File: config.mk
export PLATFORM = sky130hd
export DESIGN_NAME = serial_adder
export DESIGN_NICKNAME = d
export VERILOG_FILES = /design/src/rtl/serial_adder.sv
export SDC_FILE = /design/constraint.sdc
export NUM_CORES = 1
export LEC_CHECK = 0
export BUFFER_PORTS_ARGS = -buffer_cell sky130_fd_sc_hd__clkbuf_2
export CAP_MARGIN = 20
export CORE_AREA = 3 3 81 90
export DETAILED_ROUTE_END_ITERATION = 8
export DIE_AREA = 0 0 84 93
export PLACE_DENSITY = 0.48
export SETUP_SLACK_MARGIN = 0.02
export SYNTH_ARGS = -nofsm -noshare
export SYNTH_HDL_FRONTEND = slang
export SYNTH_SLANG_ARGS = --single-unit
export TNS_END_PERCENT = 30
File: constraint.sdc
create_clock -name clk -period 1.6 [get_ports clk]
set_input_delay 0.16 -clock clk [delete_from_list [all_inputs] [get_ports clk]]
set_output_delay 0.16 -clock clk [all_outputs]
set_load 0.005 [all_outputs]
File: src/rtl/serial_adder.sv
// rtl/serial_adder.sv - bit-serial adder, one mux-based full-adder cell reused per cycle (option: SERIAL_ADD_OVF_EN)
module serial_adder #(
  parameter int WIDTH = 8
) (
  input  logic             clk,
  input  logic             rst,
  input  logic             start,
  input  logic [WIDTH-1:0] a,
  input  logic [WIDTH-1:0] b,
  input  logic             cin,
  output logic             busy,
  output logic             done,
  output logic [WIDTH-1:0] sum,
  output logic             cout
`ifdef SERIAL_ADD_OVF_EN
  ,
  output logic             ovf
`endif
);

  localparam int CW = $clog2(WIDTH);
  localparam logic [CW-1:0] LAST_BIT = CW'(WIDTH - 1);

  typedef enum logic [1:0] {IDLE, RUN, DONE} state_t;

  state_t           state_q, state_d;
  logic [WIDTH-1:0] a_sh_q, a_sh_d;
  logic [WIDTH-1:0] b_sh_q, b_sh_d;
  logic [WIDTH-1:0] psum_q, psum_d;
  logic [WIDTH-1:0] sum_q, sum_d;
  logic [CW-1:0]    cnt_q, cnt_d;
  logic             carry_q, carry_d;
  logic             cout_q, cout_d;
  logic             busy_q, busy_d;
  logic             done_q, done_d;
`ifdef SERIAL_ADD_OVF_EN
  logic             ovf_q, ovf_d;
`endif

  logic [1:0]       sel;
  logic [3:0]       sum_mux;
  logic [3:0]       carry_mux;
  logic             sum_bit;
  logic             carry_bit;

  // Full-adder cell: two 4:1 muxes indexed by the current operand LSBs
  always_comb begin
    sel       = {a_sh_q[0], b_sh_q[0]};
    sum_mux   = {carry_q, ~carry_q, ~carry_q, carry_q};
    carry_mux = {1'b1, carry_q, carry_q, 1'b0};
    sum_bit   = sum_mux[sel];
    carry_bit = carry_mux[sel];
  end

  // Next-state: load on start from IDLE/DONE, shift one bit per RUN cycle, commit on the last bit
  always_comb begin
    state_d = state_q;
    a_sh_d  = a_sh_q;
    b_sh_d  = b_sh_q;
    psum_d  = psum_q;
    sum_d   = sum_q;
    cnt_d   = cnt_q;
    carry_d = carry_q;
    cout_d  = cout_q;
    busy_d  = 1'b0;
    done_d  = 1'b0;
`ifdef SERIAL_ADD_OVF_EN
    ovf_d   = ovf_q;
`endif
    case (state_q)
      IDLE, DONE: begin
        state_d = IDLE;
        if (start) begin
          a_sh_d  = a;
          b_sh_d  = b;
          psum_d  = '0;
          carry_d = cin;
          cnt_d   = '0;
          busy_d  = 1'b1;
          state_d = RUN;
        end
      end
      RUN: begin
        a_sh_d  = a_sh_q >> 1;
        b_sh_d  = b_sh_q >> 1;
        psum_d  = {sum_bit, psum_q[WIDTH-1:1]};
        carry_d = carry_bit;
        cnt_d   = cnt_q + CW'(1);
        busy_d  = 1'b1;
        if (cnt_q == LAST_BIT) begin
          // carry_q here is the carry into the MSB, carry_bit the carry out of it
          sum_d   = {sum_bit, psum_q[WIDTH-1:1]};
          cout_d  = carry_bit;
`ifdef SERIAL_ADD_OVF_EN
          ovf_d   = carry_q ^ carry_bit;
`endif
          busy_d  = 1'b0;
          done_d  = 1'b1;
          state_d = DONE;
        end
      end
      default: state_d = IDLE;
    endcase
  end

  // State and datapath registers with synchronous reset
  always_ff @(posedge clk) begin
    if (rst) begin
      state_q <= IDLE;
      a_sh_q  <= '0;
      b_sh_q  <= '0;
      psum_q  <= '0;
      sum_q   <= '0;
      cnt_q   <= '0;
      carry_q <= 1'b0;
      cout_q  <= 1'b0;
      busy_q  <= 1'b0;
      done_q  <= 1'b0;
`ifdef SERIAL_ADD_OVF_EN
      ovf_q   <= 1'b0;
`endif
    end else begin
      state_q <= state_d;
      a_sh_q  <= a_sh_d;
      b_sh_q  <= b_sh_d;
      psum_q  <= psum_d;
      sum_q   <= sum_d;
      cnt_q   <= cnt_d;
      carry_q <= carry_d;
      cout_q  <= cout_d;
      busy_q  <= busy_d;
      done_q  <= done_d;
`ifdef SERIAL_ADD_OVF_EN
      ovf_q   <= ovf_d;
`endif
    end
  end

  assign busy = busy_q;
  assign done = done_q;
  assign sum  = sum_q;
  assign cout = cout_q;
`ifdef SERIAL_ADD_OVF_EN
  assign ovf  = ovf_q;
`endif

endmodule
# After elaboration in Yosys (flattened, before gate mapping)
# Cells that the tools add are included.
# Widths: inputs -> output; s select.
[totals] word_cells=46 reg_bits=41 out_inout_bits=11 in_bits=20
[op_classes] add_sub_neg=1 bitwise=2 eq_ne=5 order_cmp=1 n_mux=21 reduce_logical=6
[ops] op="$pmux 8 s2" n=3
[ops] op="$mux 8" n=3
[ops] op="$mux 1" n=7
[ops] op="$pmux 3 s2" n=1
[ops] op="$bmux 1 s2" n=2
[ops] op="$ne 2x2->1 const B" n=2
[ops] op="$pmux 1 s2" n=2
[ops] op="$pmux 2 s2" n=1
[ops] op="$reduce_and 2->1" n=2
[ops] op="$reduce_or 2->1" n=2
[ops] op="$add 3x1->3 const B" n=1
[ops] op="$eq 3x3->1 const B" n=1
[ops] op="$lt 2x3->1 const B" n=1
[ops] op="$mux 3" n=1
[ops] op="$eq 2x1->1 const B" n=1
[ops] op="$eq 2x2->1 const B" n=1
[ops] op="$logic_not 2->1" n=1
[ops] op="$mux 2" n=1
[ops] op="$not 1->1" n=2
[ops] op="$reduce_bool 2->1" n=1

# Depth between registers and ports, before layout
[depth] ltp_word=4 ltp_mapped=6 ltp_nobuf=5

# Worst setup path before layout
# Ideal clock, no wire load.
[synth_timing] path_type="reg-to-reg" startpoint="register cnt_q[0]" endpoint="register cout_q, in the netlist cout" required_ns=1.468 setup_ns=0.132 stages_incl_launch_ff=7 n_path_buf=1 slack_ns=0.350 synth_period_minus_slack_ns=1.250 arrival_ns=1.118 path_cell_list="dfxtp_1 > ha_1 > ha_1 > and3b_1 > buf_2 > nor2_1 > nor3_1"
[synth_between] elab_chain_len=2
[synth_lines] element="start: declaration" line_no="31" text="logic [CW-1:0] cnt_q, cnt_d;"
[synth_lines] element="start signal: assignment" line_no="128" text="cnt_q <= cnt_d;"
[synth_lines] element="$eq 3x3->1" line_no="90" text="if (cnt_q == LAST_BIT) begin"
[synth_lines] element="$reduce_and 2->1 (no source line)"
[synth_lines] element="end signal: assignment" line_no="130" text="cout_q <= cout_d;"
[synth_lines] element="end: declaration" line_no="33" text="logic cout_q, cout_d;"
# No other way between the ends.
# A chain may end at the register's enable or synchronous reset.

# Final worst setup path
[layout_timing] startpoint="register cnt_q[0]" endpoint="register sum_q[7], in the netlist sum[7]"
[layout_between] elab_chain_len=2
[layout_lines] element="$eq 3x3->1" line_no="90"
[layout_lines] element="$reduce_and 2->1 (no source line)"
[layout_lines] element="end signal: assignment" line_no="127" text="sum_q <= sum_d;"
[layout_lines] element="end: declaration" line_no="30" text="logic [WIDTH-1:0] sum_q, sum_d;"
# No other way between the ends.

==> summary by stage <==
STA
The slew of the pin with the lowest slew margin is 393 ps. The number of pins with negative max-slew slack in the final report was 0. Headroom to the max-slew limit came out at 73.7%. The maximum clock rate is 737 MHz.

Setup repair after global routing left no endpoint under its margin. The total negative slack for setup checks is 0 ps. The clock period could shrink to 1360 ps. The setup-violating endpoint count in the final report is 0. For the final database, setup skew stands at 6.01 ps.

The hold violation count in the final report was 0. The share of the cycle needed by the critical path after routing is 84.8%.

Setup path
The library cell contributing the largest single delay on the critical path is and3b_1. In this design, the critical path's most frequently occurring cell is ha_1. For the worst setup path, the data required time is 1820 ps. The critical path capture point type is a register. Traced cell by cell, the critical path runs through ha_1 > ha_1 > and3b_1 > nor2_1 > nor3_1. The number of buffer and inverter instances along the worst setup path is 0. Measured in cells, the most critical reg-to-reg path has a length of 5.

The critical path class is register to register. The kind of cell adding the most delay to the critical path is simple AND/OR/NAND/NOR gates. The longest individual stage delay on the worst path is 370 ps.

At the worst endpoint, the arrival time is 1580 ps. In this run the number of cells on the critical path is 5. STA classifies the critical path startpoint as a register. In this run the worst path has a maximum fanout of 9.

Job
Max-cap violations in this run came to 0.

Finish
Compared with the post-synthesis result, the final layout area differs by 21.7%. The number of antenna repair diodes is 0. At the end of the flow the core is filled with cells to 30.8%. The share of final-layout standard cells stronger than drive strength 1 is 31.0%. The filler cell count is 693. The total number of nets in the final design is 239.

GRT
The wire length of the first global-routing pass is 6330 um. The number of antenna violations at the first check in global routing was 0. For this run the aggregate overflow at the end of global routing stands at 0. The maximum number of pins on one net before global-route repair is 28. For this run, the total global-route usage over all layers was measured as 10.3%. The via count of the first global-routing pass came to 1279.

Placed design
The placer's final routability congestion estimate is 0.701. The final HPWL from detailed placement is 2550 um. The number of buffers inserted by port buffering is 30.

Synth
The net count after synthesis is 208. The share of flip-flops with an asynchronous set or reset after synthesis is 0%. The count of synthesis-stage warnings from yosys is 0. The average instance in the mapped netlist occupies 9.00 um^2.

The number of distinct library cells after synthesis is 27. For this run, the register share of the synthesized area comes to 48.3%. The area fraction of the dominant cell type after synthesis is 48.3%. Counting every instance in the synthesized netlist gives 184. By area the synthesized netlist is led by dfxtp_1 (48%), nor3_1 (8.8%), nand2_1 (5.9%).

dfxtp_1 takes more of the synthesized area than any other cell. The number of synthesized flops with an enable pin is 0. The cell area that synthesis handed to floorplanning was 0.00166 mm^2.

The number of flip-flops and latches in the synthesized netlist is 40. The predominant post-synthesis flop cell is dfxtp_1.

Drt
The average via count per standard cell is 4.58. The DRC violation count after routing is 0. After detailed routing, the average wire length per cell comes to 12.8 um. The via total after detailed routing is 1364.

The aggregate routed wire length is 3810 um. The first detailed-routing pass ran for 4 iterations. The first routing iteration left 36 violations. The detail route stage leaves a number of antenna-violating nets equal to 0.

Clock network
The H-tree depth reported by CTS is 2. In this run the post-CTS setup repair buffer count came out at 0. The clock buffer count from CTS is 5. The hold-fix buffer count after cts is 0. The tree is rooted in a clkbuf_8. The number of resized instances in the post-cts repair step is 0.

The CTS tree is done. The number of sinks handled by clock tree synthesis is 40. Clock-pin slew was measured on the worst setup and hold paths at 80 ps. The source-to-sink clock delay at the later pin of the worst-skew pair is 300 ps. The maximum clock insertion buffer count is 2.

Floorplanning
The number of placed I/O pins is 31. The width of the die is 84 um. The floorplan step defined a die boundary enclosing 0.00781 mm^2. The initial core utilization is 25.3%. After floorplanning, the core was divided into 31 placement rows. The area inside the core boundary is 0.00656 mm^2. The die is 93 um tall.

Power and ir drop
The leakage power summed over all cells is 0.758 nW. The maximum vdd ir drop is 0.378 mV. For this design the ratio of total power to cell area is 1070 mW/mm^2.

Hold path
The number of instances on the worst hold path is 3. In this run the worst hold path is classified as primary input to register.

Run status
The flow ran to the end, and the final reports show no timing, DRC or antenna violations.
## where the power goes
group / internal, mW / leakage [nW] / switching, mW
logic: 0.115 / 0.376 / 0.149
registers: 1.05 / 0.327 / 0.0317
clock network: 0.463 / 0.0552 / 0.357
total: 1.62 / 0.758 / 0.538
## placed cells by master (no fill, tap or decap)
| cell | n |
|---|---|
| clkbuf_2 | 30 |
| a21oi_2 | 9 |
| nand3_2 | 9 |
| and3b_1 | 1 |
| a21oi_1 | 10 |
| nor3_1 | 29 |
| bufinv_16 | 1 |
| nand2_1 | 26 |
| buf_4 | 8 |
| dfxtp_1 | 40 |
| inv_1 | 2 |
| buf_12 | 2 |
| a31oi_1 | 1 |
| o22ai_1 | 14 |
| nand3_1 | 4 |
| nor2_1 | 7 |
| and2b_2 | 1 |
| a311oi_1 | 1 |
| nand2b_2 | 1 |
| nand2b_1 | 2 |
| ha_1 | 4 |
| clkbuf_8 | 5 |
| nand3b_1 | 1 |
| o21a_1 | 1 |
| o21ai_1 | 1 |
| nor2b_1 | 3 |
| xor2_1 | 1 |
| clkbuf_1 | 1 |
| clkinv_2 | 1 |
## final timing paths
path / startpoint / end / slack (ps)
worst max register to register: cnt_q[0]$_SDFFE_PP0P_ / sum[7]$_SDFFE_PP0P_ / 240
worst min-delay path: b[7] / b_sh_q[7]$_SDFFE_PP0P_ / 90
worst min register to register: sum[5]$_SDFFE_PP0P_ / sum[5]$_SDFFE_PP0P_ / 450
worst max-delay path: cnt_q[0]$_SDFFE_PP0P_ / sum[7]$_SDFFE_PP0P_ / 240
## Yosys cell counts, types with 2 or more instances
cell	count
a21oi_1	10
a21oi_2	9
buf_2	6
buf_4	3
buf_6	3
clkbuf_1	3
dfxtp_1	40
ha_1	4
inv_1	2
nand2_1	26
nand2b_1	2
nand3_1	4
nand3_2	9
nor2_1	7
nor2b_1	3
nor3_1	29
o22ai_1	14
## cells by family (layout without fill, tap and decap cells)
kind of cell | Yosys count | in the layout | share of synthesized area [%]
simple gates | 84 | 84 | 26.8
buf+inv | 18 | 50 | 6.57
xor+xnor | 1 | 1 | 0.529
fa+ha+maj | 4 | 4 | 3.02
flops | 40 | 40 | 48.3
compound gates | 37 | 37 | 14.7
## tightest hold or removal path, cell delays in order
cell	delay, ps
clkbuf_2	80
nand2_1	60
a21oi_2	50
## stage by stage
| stage | instance area, um^2 | hold slack (ps) | std cells | setup WS (ps) | total power, mW |
|---|---|---|---|---|---|
| after floorplan | 1660 | 305 | 184 | 350 | 1.29 |
| after global placement | 1910 | 403 | 290 | 275 | 1.37 |
| after detailed placement | 1910 | 403 | 290 | 236 | 1.37 |
| after CTS | 2020 | 85.7 | 298 | 219 | 2.19 |
| after global routing | 2020 | 89.9 | 298 | 114 | 2.27 |
| final | 2020 | 89.2 | 298 | 243 | 2.16 |
## layout make-up
class / count / area, um^2 / area share, %
clock inverter: 2 / 35.0 / 1.74
clock buffer: 6 / 72.6 / 3.60
inverter: 2 / 7.51 / 0.372
multi-input combinational: 126 / 747 / 37.1
timing repair buffer: 40 / 250 / 12.4
tap: 82 / 103 / 5.09
sequential: 40 / 801 / 39.7
## flip-flops by register name, indices dropped and copies added (netlist names)
| register | flops |
|---|---|
| busy | 1 |
| psum_q | 7 |
| a_sh_q | 8 |
| cout | 1 |
| done | 1 |
| sum | 8 |
| b_sh_q | 8 |
| carry_q | 1 |
| state_q | 2 |
| cnt_q | 3 |
## layer usage
metal / up-vias / global-route usage (%) / part of all wire (%)
met2: 24 / 15.6 / 45
met1: 628 / 13.0 / 48
met5: - / 0 / 0
met4: 0 / 5.63 / 2.2
met3: 8 / 3.35 / 4.6
li1: 704 / - / -
No activity file was read; power rests on OpenSTA's default activity.
